--- src/rtl/hamming_secded_stream_decoder.sv ---
// Two-stage extended-Hamming (SECDED) decoder with valid/ready on both sides.
// Stage 1 computes the syndrome and overall parity. Stage 2 corrects the word, classifies it and counts errors.
module hamming_secded_stream_decoder #(
  parameter  int R     = 3,
  parameter  int CNT_W = 16,
  localparam int N     = 2**R,
  localparam int K     = N - R - 1
) (
  input  logic             clk,
  input  logic             rst_n,
  input  logic             in_valid_i,
  output logic             in_ready_o,
  input  logic [N-1:0]     code_in_i,
  input  logic             corr_en_i,
  output logic             out_valid_o,
  input  logic             out_ready_i,
  output logic [K-1:0]     data_out_o,
  output logic             err_single_o,
  output logic             err_double_o,
  output logic [R-1:0]     err_pos_o,
  input  logic             cnt_clr_i,
  output logic [CNT_W-1:0] single_cnt_o,
  output logic [CNT_W-1:0] double_cnt_o
);

  localparam logic [CNT_W-1:0] CNT_MAX = '1;

  // XOR of the indices of all set bits in positions 1..N-1.
  function automatic logic [R-1:0] syndrome(input logic [N-1:0] c);
    logic [R-1:0] s;
    logic [R-1:0] idx;
    s = '0;
    for (int i = 1; i < N; i++) begin
      idx = R'(i);
      if (c[idx]) s = s ^ idx;
    end
    return s;
  endfunction

  // Data bits occupy the non-power-of-two positions, lowest position first.
  function automatic logic [K-1:0] extract_data(input logic [N-1:0] c);
    logic [K-1:0] d;
    logic [R-1:0] idx;
    int           k;
    d = '0;
    k = 0;
    for (int i = 1; i < N; i++) begin
      idx = R'(i);
      if ((i & (i - 1)) != 0) begin
        d = d | (K'(c[idx]) << k);
        k++;
      end
    end
    return d;
  endfunction

  logic             s1_valid_q;
  logic [R-1:0]     s1_syn_q;
  logic             s1_par_q;
  logic [N-1:0]     s1_code_q;
  logic             s1_corr_q;
  logic             s2_valid_q;
  logic [K-1:0]     s2_data_q;
  logic             s2_single_q;
  logic             s2_double_q;
  logic [R-1:0]     s2_pos_q;
  logic [CNT_W-1:0] single_cnt_q, single_cnt_d;
  logic [CNT_W-1:0] double_cnt_q, double_cnt_d;

  logic             s2_free, s1_adv, in_fire, out_fire;
  logic [R-1:0]     syn_d;
  logic             par_d;
  logic [K-1:0]     data_d;
  logic             single_d, double_d;

  // Backpressure looks only at occupancy and out_ready, never at in_valid.
  assign out_fire   = s2_valid_q & out_ready_i;
  assign s2_free    = ~s2_valid_q | out_ready_i;
  assign s1_adv     = s1_valid_q & s2_free;
  assign in_ready_o = ~s1_valid_q | s2_free;
  assign in_fire    = in_valid_i & in_ready_o;

  assign syn_d = syndrome(code_in_i);
  assign par_d = ^code_in_i;

  // A parity-position flip (or syndrome 0) leaves the data bits untouched after extraction.
  always_comb begin
    single_d = s1_par_q;
    double_d = ~s1_par_q & (s1_syn_q != '0);
    data_d   = extract_data(s1_code_q ^ ((s1_corr_q & s1_par_q) ? (N'(1) << s1_syn_q) : '0));
  end

  // NOTE: every variable assigned in always_comb gets a default first, so no latch is inferred.
  always_comb begin
    single_cnt_d = single_cnt_q;
    double_cnt_d = double_cnt_q;
    if (cnt_clr_i) begin
      single_cnt_d = '0;
      double_cnt_d = '0;
    end else if (out_fire) begin
      if (s2_single_q && single_cnt_q != CNT_MAX) single_cnt_d = single_cnt_q + CNT_W'(1);
      if (s2_double_q && double_cnt_q != CNT_MAX) double_cnt_d = double_cnt_q + CNT_W'(1);
    end
  end

  // NOTE: payload registers are reset too, because the outputs must read 0 straight out of reset.
  always_ff @(posedge clk or negedge rst_n) begin
    if (!rst_n) begin
      s1_valid_q <= 1'b0;
      s1_syn_q   <= '0;
      s1_par_q   <= 1'b0;
      s1_code_q  <= '0;
      s1_corr_q  <= 1'b0;
    end else if (in_fire) begin
      s1_valid_q <= 1'b1;
      s1_syn_q   <= syn_d;
      s1_par_q   <= par_d;
      s1_code_q  <= code_in_i;
      s1_corr_q  <= corr_en_i;
    end else if (s1_adv) begin
      s1_valid_q <= 1'b0;
    end
  end

  always_ff @(posedge clk or negedge rst_n) begin
    if (!rst_n) begin
      s2_valid_q  <= 1'b0;
      s2_data_q   <= '0;
      s2_single_q <= 1'b0;
      s2_double_q <= 1'b0;
      s2_pos_q    <= '0;
    end else if (s1_adv) begin
      s2_valid_q  <= 1'b1;
      s2_data_q   <= data_d;
      s2_single_q <= single_d;
      s2_double_q <= double_d;
      s2_pos_q    <= s1_syn_q;
    end else if (out_fire) begin
      s2_valid_q  <= 1'b0;
    end
  end

  always_ff @(posedge clk or negedge rst_n) begin
    if (!rst_n) begin
      single_cnt_q <= '0;
      double_cnt_q <= '0;
    end else begin
      single_cnt_q <= single_cnt_d;
      double_cnt_q <= double_cnt_d;
    end
  end

  assign out_valid_o  = s2_valid_q;
  assign data_out_o   = s2_data_q;
  assign err_single_o = s2_single_q;
  assign err_double_o = s2_double_q;
  assign err_pos_o    = s2_pos_q;
  assign single_cnt_o = single_cnt_q;
  assign double_cnt_o = double_cnt_q;

endmodule

--- config.mk ---
export PLATFORM = sky130hd
export DESIGN_NAME = hamming_secded_stream_decoder
export DESIGN_NICKNAME = d
export VERILOG_FILES = /design/src/rtl/hamming_secded_stream_decoder.sv
export SDC_FILE = /design/constraint.sdc
export NUM_CORES = 1
export LEC_CHECK = 0
export CAP_MARGIN = 20
export CORE_AREA = 2 2 76 78
export CTS_CLUSTER_DIAMETER = 80
export DETAILED_ROUTE_END_ITERATION = 10
export DIE_AREA = 0 0 78 80
export PLACE_DENSITY = 0.79
export SLEW_MARGIN = 40
export SYNTH_ARGS = -nofsm -noshare
export SYNTH_HDL_FRONTEND = slang
export SYNTH_SLANG_ARGS = --single-unit
--- constraint.sdc ---
create_clock -name clk -period 2.55 [get_ports clk]
set_clock_uncertainty 0.15 [all_clocks]
set_input_delay 0.51 -clock clk [delete_from_list [all_inputs] [get_ports clk]]
set_output_delay 0.51 -clock clk [all_outputs]
set_load 0.005 [all_outputs]
==> qor_table.md <==
| Quantity | Value |
|:---|:---|
| Result of the run | finished clean |
| Core Footprint | 0.00541 sq mm |
| Worst R2R Start | double_cnt_o[3]$_DFFE_PN0P_ |
| Type of the worst min-delay path | input port to asynchronous set/reset pin |
| Clock input transition at the sequential cells of the worst setup and hold paths | 100 ps |
| Worst Hold Slack | 55.0 ps |
| Worst-case vdd ir drop | 0.309 mV |
| ANT nets after route | 0 |
| Fraction of layout instances using a drive strength above 1 | 0.120 |
| Arrival time of data at the critical path endpoint | 1790 ps |
| Post-Place Setup Slack | -157 ps |
| Fraction of registers with async set or reset after synthesis | 1.00 |
| X dimension of the die | 78 microns |
| Half-perimeter wire length after placement | 4.55 mm |
| Seq cells post-synth | 52 |
| Register area share after synthesis | 0.479 |
| Routability Congestion | 0.831 |
| Cell area after synthesis | 0.00272 sq mm |
| Avg Inst Size Synth | 9.78 sq um |
| Main combinational cell family by area after synthesis | simple AND/OR/NAND/NOR gates |
| EDFF count, synth | 0 |
| Number of antenna violations at the first check in global routing | 0 |
| GRT Overall Usage | 0.211 |
| Cell taking the most area after synthesis | sky130_fd_sc_hd__dfrtp_1 |
| Aggregate negative setup slack | 0 ps |
| Share of the synthesized area in compound gates (AO/OA/AOI/OAI) | 0.136 |
| Minimum period implied by the final worst setup slack | 2450 ps |
| Remaining global-route overflow | 0 |
| H-tree depth | 2 |
| Fraction of the mapped netlist area in adder cells | 0.00921 |
| Fillcell total | 461 |
| CP Data Required Time | 1890 ps |
| Buffer cell driving the clock tree root | sky130_fd_sc_hd__clkbuf_8 |
| Max Cap Viol | 0 |
| Final Total Pwr | 1930 uW |
| Via count normalized by instance count | 5.79 |
| Post-route worst setup slack | 102 ps |
| Clock insertion delay at the later pin of the skew report | 310 ps |
| Startpoint type of the worst setup path | input port |
| Slew Viols, Final | 0 |
| Wire length of the first global-routing pass | 10.7 mm |
| Number of warnings printed during yosys synthesis | 0 |
| Quantity of I/O buffers inserted on ports | 56 |
| Standard-cell row count | 27 |
| DR DRC count | 0 |
| Maximum number of pins on one net before global-route repair | 28 |
| Area share of the leading cell type in the synthesized netlist | 0.479 |
| Hold bufs inserted after CTS | 0 |
| Routed vias | 2404 |
| Boundary pin count | 57 |
| Detailed-route wire length | 6.07 mm |
| Startpoint of the most critical setup path | out_ready_i |
| Initial Util | 0.503 |
| Synth Net Count | 294 |
| Number of global-route vias before repair | 2319 |
| Gate count after technology mapping | 278 |
| Peak Freq | 409 MHz |
| Antenna diodes | 0 |
| Final hold vios | 0 |
| Yosys cell types | 39 |
| Basic-gate share of the synthesized area counting and, or, nand and nor cells | 0.245 |
| Number of clock buffers inserted by TritonCTS | 5 |
| Static power due to leakage | 0.00133 uW |
| Top cells by area in the synthesized netlist | sky130_fd_sc_hd__dfrtp_1, sky130_fd_sc_hd__o31ai_1, sky130_fd_sc_hd__mux2_2 |
| Number of clock sinks | 52 |
| Depth of the most critical reg-to-reg path | 4 |
| Utilization after layout | 0.658 |
| Largest driver fanout on the critical path | 6 |
| Nets | 358 |
| Setup repair after global routing missed its margin | no |
| Critical Path Sink Type | primary output |
| Critical path class | input port to primary output |
| Wire per inst | 14.6 microns |
| Main synth FF type | sky130_fd_sc_hd__dfrtp_1 |
| Period Utilization, post-route | 0.960 |
| Setup Buffers After CTS | 0 |
| CTS tree | built |
| Register-to-register setup slack | 430 ps |
| Vertical extent of the die | 80 microns |
| Relative slew margins | 0.580 |
| Total Die Area | 0.00624 sq mm |
| XOR/XNOR Fraction of Synth Area | 0.0483 |
| Actual transition at the worst max-transition pin | 627 ps |
| Area added between synthesis and finish | 30.8% |
| Share of cell area taken by muxes after synthesis | 0.0576 |
| Power per standard cell area | 543 mW/mm^2 |
| 1st-pass router iterations | 4 |
| Endpoints failing setup | 0 |
| Detailed Route Iter0 Violations | 171 |
| R2R Path End | double_cnt_o[15]$_DFFE_PN0P_ |
| Buffers from clock root to sink, at most | 2 |
| Number of instances resized during post-cts repair | 0 |
how the worst max path moves through the flow:
stage                     slack, ps                           end  cells after the start
after floorplan                 510  double_cnt_o[11]$_DFFE_PN0P_                      5
after global placement         -110  single_cnt_o[13]$_DFFE_PN0P_                      5
after detailed placement       -160  single_cnt_o[13]$_DFFE_PN0P_                      5
after CTS                       100                    in_ready_o                      3
after global routing             40                    in_ready_o                      3
final                           100                    in_ready_o                      3
critical path, cell delays in order:
cell and delay, ps:
sky130_fd_sc_hd__clkdlybuf4s50_1 570, sky130_fd_sc_hd__nand3b_1 180, sky130_fd_sc_hd__clkdlybuf4s50_1 530
area by class of cell:
| cell class | count | area (sq um) | area share |
|---|---|---|---|
| clock buffer | 6 | 82.6 | 0.0232 |
| inverter | 7 | 26.3 | 0.00739 |
| tap | 72 | 90.1 | 0.0253 |
| timing repair buffer | 68 | 658 | 0.185 |
| multi-input combinational | 208 | 1360 | 0.382 |
| clock inverter | 2 | 38.8 | 0.0109 |
| sequential | 52 | 1300 | 0.366 |
Yosys cell counts, types with 7 or more instances:
library cell,n
sky130_fd_sc_hd__clkbuf_1,10
sky130_fd_sc_hd__or4_1,16
sky130_fd_sc_hd__mux2_2,12
sky130_fd_sc_hd__nand4_1,7
sky130_fd_sc_hd__nor2_1,8
sky130_fd_sc_hd__o21ai_0,15
sky130_fd_sc_hd__xnor2_1,12
sky130_fd_sc_hd__o31ai_1,18
sky130_fd_sc_hd__nand3_1,11
sky130_fd_sc_hd__nand2_1,26
sky130_fd_sc_hd__dfrtp_1,52
sky130_fd_sc_hd__inv_1,7
sky130_fd_sc_hd__a21oi_1,24
sky130_fd_sc_hd__or3_1,10
state kept, by name (all words and copies together), names as in the netlist, 3 cells and up:
name	count
data_out_o	4
double_cnt_o	16
err_pos_o	3
s1_code_q	4
s1_syn_q	3
single_cnt_o	16
cells by family (layout without fill, tap and decap cells):
family | Yosys count | after routing
AO/OA/AOI/OAI | 62 | 62
XOR/XNOR | 15 | 15
adder cells (fa/ha/maj) | 2 | 2
buffers and inverters | 18 | 83
flip-flops | 52 | 52
multiplexers | 14 | 14
AND/OR/NAND/NOR | 115 | 115
where the power goes:
part           internal (uW)  switching, uW  total, uW  leakage [uW]
Combinational            209            133        342      0.000579
Sequential               905           81.4        986      0.000686
Clock                    321            280        601     0.0000614
placed cells by master (no fill, tap or decap), types with 3 or more instances in the layout:
master / n
sky130_fd_sc_hd__xnor2_1: 12
sky130_fd_sc_hd__clkbuf_8: 6
sky130_fd_sc_hd__nand4_1: 7
sky130_fd_sc_hd__nor2_1: 8
sky130_fd_sc_hd__o21ai_0: 15
sky130_fd_sc_hd__or4_1: 16
sky130_fd_sc_hd__mux2_2: 12
sky130_fd_sc_hd__buf_4: 11
sky130_fd_sc_hd__nor3b_1: 3
sky130_fd_sc_hd__nand3_1: 11
sky130_fd_sc_hd__or3_1: 10
sky130_fd_sc_hd__nor4_1: 4
sky130_fd_sc_hd__nor2b_1: 4
sky130_fd_sc_hd__xor2_1: 3
sky130_fd_sc_hd__nand2b_1: 5
sky130_fd_sc_hd__nor3_1: 4
sky130_fd_sc_hd__dfrtp_1: 52
sky130_fd_sc_hd__clkdlybuf4s50_1: 55
sky130_fd_sc_hd__o31ai_1: 18
sky130_fd_sc_hd__nand2_1: 26
sky130_fd_sc_hd__a21oi_1: 24
sky130_fd_sc_hd__inv_1: 7
layer usage:
metal	share of wire	GRT usage
met1	0.43	0.271
met2	0.51	0.366
met3	0.043	0.0385
met4	0.012	0.0596
met5	0	0
per-stage QoR:
stage               instance area (sq um)  std cells
finish                               3550        415
global route                         3550        415
CTS                                  3550        415
detailed placement                   3430        407
global placement                     3420        407
floorplan                            2720        278
No activity file was read; power rests on OpenSTA's default activity.
